File: config.mk
export PLATFORM = sky130hd
export DESIGN_NAME = ccip_vc_line_limiter_flat
export DESIGN_NICKNAME = d
export VERILOG_FILES = /design/src/rtl/ccip_vc_line_limiter_pkg.sv /design/src/rtl/ccip_vc_line_limiter_if.sv /design/src/rtl/ccip_vc_line_limiter_counter.sv /design/src/rtl/ccip_vc_line_limiter.sv /design/src/flat_wrapper.sv
export SDC_FILE = /design/constraint.sdc
export NUM_CORES = 1
export LEC_CHECK = 0
export ABC_AREA = 1
export BUFFER_PORTS_ARGS = -buffer_cell sky130_fd_sc_hd__clkbuf_2
export CORE_UTILIZATION = 31
export CTS_BUF_LIST = sky130_fd_sc_hd__clkbuf_2 sky130_fd_sc_hd__clkbuf_4 sky130_fd_sc_hd__clkbuf_8
export DETAILED_ROUTE_END_ITERATION = 16
export PLACE_DENSITY = 0.47
export SYNTH_ARGS = -nofsm -noshare
export SYNTH_HDL_FRONTEND = slang
export SYNTH_SLANG_ARGS = --single-unit
File: constraint.sdc
create_clock -name clk -period 10.6 [get_ports clk]
set_clock_uncertainty 0.2 [all_clocks]
set_input_delay 0.53 -clock clk [delete_from_list [all_inputs] [get_ports clk]]
set_output_delay 0.53 -clock clk [all_outputs]
set_load 0.05 [all_outputs]
File: src/rtl/ccip_vc_line_limiter_pkg.sv
// ccip_limiter_pkg: shared definitions for the CCI-P c0 per-VC line limiter.
//   MAX_REQ_LINES     largest line count a single c0 request can carry.
//   t_line_cnt        in-flight line counter type sized for the default budget.
//   cl_len_to_lines() converts the encoded cl_len field to a line count.
package ccip_limiter_pkg;

    localparam int MAX_REQ_LINES            = 4;
    localparam int DEFAULT_MAX_ACTIVE_LINES = 512;
    localparam int DEFAULT_CNT_W            = $clog2(DEFAULT_MAX_ACTIVE_LINES + 1);

    typedef logic [DEFAULT_CNT_W-1:0] t_line_cnt;

    // cl_len encodes lines minus one (0 = 1 line ... 3 = 4 lines).
    function automatic int unsigned cl_len_to_lines(input int unsigned cl_len);
        return cl_len + 32'd1;
    endfunction

endpackage

File: src/rtl/ccip_vc_line_limiter_if.sv
// ccip_vc_line_limiter_if: one c0 read-request channel.
//   valid/ready handshake: a request transfers on a rising clock edge where
//   valid and ready are both high; while valid is high and the transfer has
//   not happened, the master holds vc and cl_len stable. ready may depend
//   combinationally on vc/cl_len.
//   master modport drives valid/vc/cl_len, slave modport drives ready.
interface ccip_vc_line_limiter_if #(
    parameter int VC_W     = 2,
    parameter int CL_LEN_W = 2
);
    logic                valid;
    logic                ready;
    logic [VC_W-1:0]     vc;
    logic [CL_LEN_W-1:0] cl_len;

    modport master (output valid, output vc, output cl_len, input ready);
    modport slave  (input valid, input vc, input cl_len, output ready);
endinterface

File: src/rtl/ccip_vc_line_limiter_counter.sv
// ccip_vc_line_counter: in-flight line counter for one virtual channel.
//   inc_en/inc_lines  add inc_lines (request accepted on this VC).
//   dec_en            subtract one line (response returned on this VC).
//   count             current in-flight lines (registered).
//   blocked           registered: post-update count cannot absorb a
//                     worst-case request.
//   underflow         combinational: a decrement found nothing to remove.
module ccip_vc_line_counter
    import ccip_limiter_pkg::*;
#(
    parameter int CNT_W            = 10,
    parameter int MAX_ACTIVE_LINES = 512,
    parameter int INC_W            = 3
) (
    input  logic             clk,
    input  logic             reset_n,
    input  logic             inc_en,
    input  logic [INC_W-1:0] inc_lines,
    input  logic             dec_en,
    output logic [CNT_W-1:0] count,
    output logic             blocked,
    output logic             underflow
);

    logic [CNT_W-1:0] count_d, count_q;
    logic             blocked_d, blocked_q;
    logic [CNT_W:0]   sum;

    // Increment and decrement fold into one update so a same-cycle accept
    // and response never lose an event. A decrement only underflows when
    // nothing (including this cycle's increment) is in flight.
    always_comb begin
        sum       = {1'b0, count_q} + (inc_en ? (CNT_W+1)'(inc_lines) : '0);
        underflow = 1'b0;
        if (dec_en) begin
            if (sum == '0) begin
                underflow = 1'b1;
            end else begin
                sum = sum - (CNT_W+1)'(1);
            end
        end
        count_d   = sum[CNT_W-1:0];
        blocked_d = (int'(sum) + MAX_REQ_LINES) > MAX_ACTIVE_LINES;
    end

    always_ff @(posedge clk or negedge reset_n) begin
        if (!reset_n) begin
            count_q   <= '0;
            blocked_q <= 1'b0;
        end else begin
            count_q   <= count_d;
            blocked_q <= blocked_d;
        end
    end

    assign count   = count_q;
    assign blocked = blocked_q;

endmodule

File: src/rtl/ccip_vc_line_limiter.sv
// ccip_vc_line_limiter: per-VC in-flight line budget on the CCI-P c0 path.
//   clk, reset_n      clock, asynchronous active-low reset.
//   in_req (slave)    upstream requests; ready only when the output register
//                     is free and the VC budget can absorb cl_len+1 lines.
//   out_req (master)  one-entry registered request stage towards the shim.
//   rsp_valid/rsp_vc  one returned line per cycle, tagged with its VC.
//   vc_active_lines   per-VC in-flight counts, VC0 at the LSBs.
//   vc_blocked        per-VC: count + 4 exceeds the budget (registered).
//   underflow_err     sticky: response on an empty or out-of-range VC.
// Optional: define CCIP_VC_LINE_LIMITER_STATS_EN to add vc_stall_cycles,
//   per-VC saturating 32-bit counts of cycles stalled by the budget.
module ccip_vc_line_limiter
    import ccip_limiter_pkg::*;
#(
    parameter int NUM_VCS          = 4,
    parameter int MAX_ACTIVE_LINES = 512,
    parameter int CL_LEN_W         = 2,
    parameter int CNT_W            = $clog2(MAX_ACTIVE_LINES + 1),
    parameter int VC_W             = (NUM_VCS > 1) ? $clog2(NUM_VCS) : 1
) (
    input  logic                       clk,
    input  logic                       reset_n,
    ccip_vc_line_limiter_if.slave      in_req,
    ccip_vc_line_limiter_if.master     out_req,
    input  logic                       rsp_valid,
    input  logic [VC_W-1:0]            rsp_vc,
    output logic [NUM_VCS*CNT_W-1:0]   vc_active_lines,
    output logic [NUM_VCS-1:0]         vc_blocked,
    output logic                       underflow_err
`ifdef CCIP_VC_LINE_LIMITER_STATS_EN
    ,
    output logic [NUM_VCS*32-1:0]      vc_stall_cycles
`endif
);

    localparam int INC_W = CL_LEN_W + 1;

    logic [CNT_W-1:0]    vc_count [NUM_VCS];
    logic [NUM_VCS-1:0]  vc_inc, vc_dec, vc_uf;
    logic [INC_W-1:0]    req_lines;
    logic [CNT_W-1:0]    sel_count;
    logic                req_in_range, rsp_in_range, budget_ok;
    logic                out_free, in_ready, accept;

    logic                out_valid_d, out_valid_q;
    logic [VC_W-1:0]     out_vc_d, out_vc_q;
    logic [CL_LEN_W-1:0] out_len_d, out_len_q;
    logic                underflow_err_d, underflow_err_q;

    always_comb begin
        req_lines    = INC_W'(cl_len_to_lines(32'(in_req.cl_len)));
        req_in_range = int'(in_req.vc) < NUM_VCS;
        rsp_in_range = int'(rsp_vc) < NUM_VCS;
        sel_count    = '0;
        for (int i = 0; i < NUM_VCS; i++) begin
            if (int'(in_req.vc) == i) sel_count = vc_count[i];
        end
        // One spare bit so count + lines never wraps at the budget edge.
        budget_ok = ({1'b0, sel_count} + (CNT_W+1)'(req_lines))
                    <= (CNT_W+1)'(MAX_ACTIVE_LINES);
        out_free  = !out_valid_q || out_req.ready;
        in_ready  = out_free && req_in_range && budget_ok;
        accept    = in_req.valid && in_ready;

        out_valid_d = out_valid_q;
        out_vc_d    = out_vc_q;
        out_len_d   = out_len_q;
        if (out_free) begin
            out_valid_d = accept;
            if (accept) begin
                out_vc_d  = in_req.vc;
                out_len_d = in_req.cl_len;
            end
        end

        vc_inc = '0;
        vc_dec = '0;
        for (int i = 0; i < NUM_VCS; i++) begin
            vc_inc[i] = accept && (int'(in_req.vc) == i);
            vc_dec[i] = rsp_valid && (int'(rsp_vc) == i);
        end
    end

    assign underflow_err_d = underflow_err_q || (|vc_uf) || (rsp_valid && !rsp_in_range);

    // Lines are charged at accept, so a request parked in the output
    // register already counts against its VC.
    for (genvar g = 0; g < NUM_VCS; g++) begin : g_vc
        ccip_vc_line_counter #(
            .CNT_W           (CNT_W),
            .MAX_ACTIVE_LINES(MAX_ACTIVE_LINES),
            .INC_W           (INC_W)
        ) u_counter (
            .clk      (clk),
            .reset_n  (reset_n),
            .inc_en   (vc_inc[g]),
            .inc_lines(req_lines),
            .dec_en   (vc_dec[g]),
            .count    (vc_count[g]),
            .blocked  (vc_blocked[g]),
            .underflow(vc_uf[g])
        );
        assign vc_active_lines[g*CNT_W +: CNT_W] = vc_count[g];
    end

    always_ff @(posedge clk or negedge reset_n) begin
        if (!reset_n) begin
            out_valid_q     <= 1'b0;
            out_vc_q        <= '0;
            out_len_q       <= '0;
            underflow_err_q <= 1'b0;
        end else begin
            out_valid_q     <= out_valid_d;
            out_vc_q        <= out_vc_d;
            out_len_q       <= out_len_d;
            underflow_err_q <= underflow_err_d;
        end
    end

    assign in_req.ready   = in_ready;
    assign out_req.valid  = out_valid_q;
    assign out_req.vc     = out_vc_q;
    assign out_req.cl_len = out_len_q;
    assign underflow_err  = underflow_err_q;

`ifdef CCIP_VC_LINE_LIMITER_STATS_EN
    logic [31:0] stall_d [NUM_VCS];
    logic [31:0] stall_q [NUM_VCS];

    // Only budget stalls count; a full output register is not charged.
    always_comb begin
        for (int i = 0; i < NUM_VCS; i++) begin
            stall_d[i] = stall_q[i];
            if (in_req.valid && req_in_range && !budget_ok && (int'(in_req.vc) == i)
                && (stall_q[i] != 32'hFFFF_FFFF)) begin
                stall_d[i] = stall_q[i] + 32'd1;
            end
        end
    end

    always_ff @(posedge clk or negedge reset_n) begin
        if (!reset_n) begin
            for (int i = 0; i < NUM_VCS; i++) stall_q[i] <= '0;
        end else begin
            for (int i = 0; i < NUM_VCS; i++) stall_q[i] <= stall_d[i];
        end
    end

    for (genvar s = 0; s < NUM_VCS; s++) begin : g_stall
        assign vc_stall_cycles[s*32 +: 32] = stall_q[s];
    end
`endif

endmodule

File: src/flat_wrapper.sv
// flat-port wrapper written by rule: the top's interface ports become plain ports
module ccip_vc_line_limiter_flat import ccip_limiter_pkg::*;
#(
    parameter int NUM_VCS          = 4,
    parameter int MAX_ACTIVE_LINES = 512,
    parameter int CL_LEN_W         = 2,
    parameter int CNT_W            = $clog2(MAX_ACTIVE_LINES + 1),
    parameter int VC_W             = (NUM_VCS > 1) ? $clog2(NUM_VCS) : 1
)
  (clk, reset_n, rsp_valid, rsp_vc, vc_active_lines, vc_blocked, underflow_err, in_req_valid, in_req_vc, in_req_cl_len, in_req_ready, out_req_valid, out_req_vc, out_req_cl_len, out_req_ready);
  ccip_vc_line_limiter_if #(.VC_W(VC_W), .CL_LEN_W(CL_LEN_W)) in_req_i ();
  ccip_vc_line_limiter_if #(.VC_W(VC_W), .CL_LEN_W(CL_LEN_W)) out_req_i ();
  input  logic clk;
  input  logic reset_n;
  input  logic rsp_valid;
  input  logic [VC_W-1:0] rsp_vc;
  output logic [NUM_VCS*CNT_W-1:0] vc_active_lines;
  output logic [NUM_VCS-1:0] vc_blocked;
  output logic underflow_err;
  input wire logic [$bits(in_req_i.valid)-1:0] in_req_valid;
  input wire logic [$bits(in_req_i.vc)-1:0] in_req_vc;
  input wire logic [$bits(in_req_i.cl_len)-1:0] in_req_cl_len;
  output wire logic [$bits(in_req_i.ready)-1:0] in_req_ready;
  output wire logic [$bits(out_req_i.valid)-1:0] out_req_valid;
  output wire logic [$bits(out_req_i.vc)-1:0] out_req_vc;
  output wire logic [$bits(out_req_i.cl_len)-1:0] out_req_cl_len;
  input wire logic [$bits(out_req_i.ready)-1:0] out_req_ready;
  assign in_req_i.valid = in_req_valid;
  assign in_req_i.vc = in_req_vc;
  assign in_req_i.cl_len = in_req_cl_len;
  assign in_req_ready = in_req_i.ready;
  assign out_req_valid = out_req_i.valid;
  assign out_req_vc = out_req_i.vc;
  assign out_req_cl_len = out_req_i.cl_len;
  assign out_req_i.ready = out_req_ready;
  ccip_vc_line_limiter #(.NUM_VCS(NUM_VCS), .MAX_ACTIVE_LINES(MAX_ACTIVE_LINES), .CL_LEN_W(CL_LEN_W), .CNT_W(CNT_W), .VC_W(VC_W)) u_core (.clk(clk), .reset_n(reset_n), .in_req(in_req_i), .out_req(out_req_i), .rsp_valid(rsp_valid), .rsp_vc(rsp_vc), .vc_active_lines(vc_active_lines), .vc_blocked(vc_blocked), .underflow_err(underflow_err));
endmodule
==> summary.md <==
The run finished with clean final reports. The tools report the buffer type at the clock tree root as sky130_fd_sc_hd__clkbuf_8. Yosys mapped the design onto 36 distinct sky130hd cell types. For the worst setup path, the data required time is 10,630 ps. In the global route stage, met2 resource usage came out at 30.2%. In the final routed layout, each cell accounts on average for 13.8 um. The logs give 51 for the pin count of the biggest net entering global routing and 804 for the synthesized netlist cell count. The tools report the CTS sink count as 50. The floorplan has 45 rows. The tools report the kind of start point of the critical path as a primary input.

In this run the remaining antenna-violating nets after routing total 0. After clock tree synthesis, the flow added hold-fix buffers numbering 0. Part of the cycle the worst path needs: 56.0%.

The part of the total power dissipated in sequential elements came out at 25.7%. Sequential cells were found to cover 25.4% of the synthesized design area. After clock tree synthesis, the clock-pin slew on the worst setup and hold paths is 100 ps. The met1 track utilization from global routing is 26.8%, and the data arrival time of the critical path is 5970 ps. Once layout is complete, the cells apart from fillers number 1,070.

At the later pin of the worst-skew pair, clock insertion delay measures 330 ps. In the synthesized netlist the dominant register cell turns out to be sky130_fd_sc_hd__dfrtp_1. The run gives 2 as the number of buffers on the longest clock path. The met3 demand-to-capacity share in global routing is 2.59%, and the final routed DRC violation total is 0. Summed over all failing endpoints, the final setup total negative slack is 0 ps.

Counting flops with a built-in enable in the synthesized netlist gives 0. After global routing the overflow that remains totals 0. TritonCTS built the clock tree.

For this design the top-level I/O count stands at 62. The part of the total power dissipated in combinational logic came out at 62.0%. Per report_power, the clock group accounts for 12.3% of the total. In this run the worst hold path is classified as in -> async. Once the floorplan was initialized, standard cells occupied 32.1% of the core. The run gives 0.0153 mm^2 as the placeable core region.

The share of flip-flops with an asynchronous set or reset after synthesis was 100%; the post-detailed-routing wire length was 14.8 mm. The run gives 0 as the initial antenna violation count. The first TritonRoute pass finished after 4 iterations. The run gives 0.00553 mm^2 as the total non-filler cell area in the finished layout. STA classifies the critical path endpoint as a register.

The logs give 840 for the net count of the mapped netlist and 0.00492 mm^2 for the combined area of all synthesized cells. The per-instance average area after synthesis is 6.12 um^2, and the overall die width is 128 um. The critical path contains buffers and inverters numbering 5 combined. The floorplan step defined a die boundary enclosing 0.0164 mm^2. For the finished layout, the period the worst path requires is 5940 ps.

Counting flops and latches in the post-synthesis netlist gives 50. The net count of the finished layout is 894. Setup repair after global routing left no endpoint under its margin. For the headroom to the max-slew limit, the log shows 42.6%. Buffers added to address setup during post-CTS repair amount to 0. Internal power comes to 588 uW.

Share of final-layout standard cells stronger than drive strength 1: 12.6%. Summed over all nets, the switching power comes to 843 uW. Input and output buffers added on the ports amount to 61. The number of antenna diodes in the final layout is 0. Routability-driven placement finished with a final weighted congestion of 0.808. Among cell families on the critical path, the largest total delay comes from simple AND/OR/NAND/NOR gates.

Counting the buffers created by CTS gives 5. Height of the die: 128 um. The cell area power density works out to 259 mW/mm^2. At the pin with the least slew margin, the transition time is 856 ps. The largest single stage delay on the critical path is 470 ps. The highest fanout seen on the critical path was 22; the total global-route track usage was 18.9%.

For this design the static power due to leakage is 2.97 nW. The logs give 4,635 for the via count of the first global-routing pass and 0.00539 mm^2 for the area after detailed placement. The max-slew violation count is 0, and the maximum clock rate is 168 MHz.

For this block, the via count after detailed routing is 5,027. The tools report the final count of hold timing violations as 0. The setup path with the least slack is of type in -> reg. The number of placed instances, taps included, is 1,062. The first-iteration detailed-routing DRC count came out at 348.

In the routed layout, each cell is associated on average with a via count of 4.70. Quantity of gates resized following cts: 0. The tools report the largest vdd supply drop as 0.0928 mV.

Among all stages on the critical path, the largest delay is contributed by sky130_fd_sc_hd__fa_1. The layer with the highest usage after global routing is met2. The detailed placement HPWL is 12.0 mm. In this design, the critical path's most frequently occurring cell is sky130_fd_sc_hd__nand2_1. The signed area change from the synthesized netlist to the final layout was 12.5%; the total number of yosys warnings was 0. Setup violations remaining at the end of the flow were counted as 0. The net switching share of the total power was 58.9%; the global-route wire length before repair was 24.0 mm. The H-tree was split into 2 levels. The tool flagged a number of max-cap violations equal to 0. The fraction of the core area covered by cells at the end of the flow is 36.1%.
[power groups by stage]
stage / registers, mW / clock network (mW) / logic [mW]
after global placement: 0.381 / 0 / 0.893
after detailed placement: 0.376 / 0 / 0.886
final: 0.368 / 0.176 / 0.887
after floorplan: 0.559 / 0 / 0.466
after global routing: 0.382 / 0.188 / 0.990
after CTS: 0.372 / 0.184 / 0.890
[through the flow]
step / hold slack (ps) / setup slack, ps / power, mW
after floorplan: 34.4 / 5670 / 1.03
after global placement: 280 / 4440 / 1.27
after detailed placement: 293 / 4350 / 1.26
after CTS: 142 / 4710 / 1.45
after global routing: 192 / 3960 / 1.56
final: 123 / 4660 / 1.43
[sequential cells by signal (all words and copies together), names as in the netlist]
register,count
u_core.underflow_err,1
u_core.out_req.valid,1
u_core.g_vc.u_counter.count,40
u_core.out_req.vc,2
u_core.g_vc.u_counter.blocked,4
u_core.out_req.cl_len,2
[worst paths after layout]
kind | startpoint | end | slack, ps | cells past startpoint
min reg2reg | u_core.underflow_err | u_core.underflow_err | 310 | 2
max in group asynchronous | reset_n | u_core.g_vc[2].u_counter.count[9] | 9630 | 2
min | reset_n | u_core.g_vc[3].u_counter.count[7] | 120 | 2
min in group clk | in_req_cl_len[1] | u_core.out_req.cl_len[1] | 240 | 3
max reg2reg | u_core.g_vc[0].u_counter.count[0] | u_core.g_vc[3].u_counter.blocked | 4850 | 34
max | in_req_vc[0] | u_core.g_vc[3].u_counter.blocked | 4660 | 35
[synthesized netlist by cell type, types with 8 or more instances]
cell type	count	area, um^2
sky130_fd_sc_hd__inv_1	116	435
sky130_fd_sc_hd__nor2_1	75	282
sky130_fd_sc_hd__nand2_2	11	68.8
sky130_fd_sc_hd__nor3_2	9	90.1
sky130_fd_sc_hd__o21ai_0	29	145
sky130_fd_sc_hd__xor2_1	8	70.1
sky130_fd_sc_hd__dfrtp_1	50	1250
sky130_fd_sc_hd__nand3_1	105	526
sky130_fd_sc_hd__ha_1	20	250
sky130_fd_sc_hd__nand4_1	20	125
sky130_fd_sc_hd__nand2_1	268	1010
sky130_fd_sc_hd__o21ai_1	9	45.0
sky130_fd_sc_hd__nor3_1	16	80.1
[final cells by class]
cell class,count,area (um^2)
Fill cell,1739,9780
Tap cell,211,264
Timing Repair Buffer,65,335
Sequential cell,50,1250
Clock buffer,6,82.6
Multi-Input combinational cell,614,3080
Inverter,122,458
Clock inverter,2,60.1
[layer usage]
metal  up-vias  share of wire, %
met3         7               2.8
met4         0               1.0
met1      2260                52
met5         -                 0
li1       2675                 -
met2        85                44
[logic make-up after synthesis]
family,Yosys count,synth area share (%)
buffers and inverters,140,12.0
XOR/XNOR,12,2.14
AO/OA/AOI/OAI,55,6.23
flip-flops,50,25.4
adder cells (fa/ha/maj),25,7.12
multiplexers,1,0.204
AND/OR/NAND/NOR,521,46.9
[cells in the final DEF (no fill, tap or decap), types with 5 or more instances in the layout]
cell	instances
sky130_fd_sc_hd__clkbuf_2	61
sky130_fd_sc_hd__clkbuf_8	6
sky130_fd_sc_hd__dfrtp_1	50
sky130_fd_sc_hd__fa_1	5
sky130_fd_sc_hd__ha_1	20
sky130_fd_sc_hd__inv_1	116
sky130_fd_sc_hd__nand2_1	268
sky130_fd_sc_hd__nand2_2	11
sky130_fd_sc_hd__nand3_1	105
sky130_fd_sc_hd__nand3b_1	5
sky130_fd_sc_hd__nand4_1	20
sky130_fd_sc_hd__nor2_1	75
sky130_fd_sc_hd__nor2_2	5
sky130_fd_sc_hd__nor3_1	15
sky130_fd_sc_hd__nor3_2	10
sky130_fd_sc_hd__o21ai_0	29
sky130_fd_sc_hd__o21ai_1	9
sky130_fd_sc_hd__xor2_1	8
(Power assumes the default switching activity.)
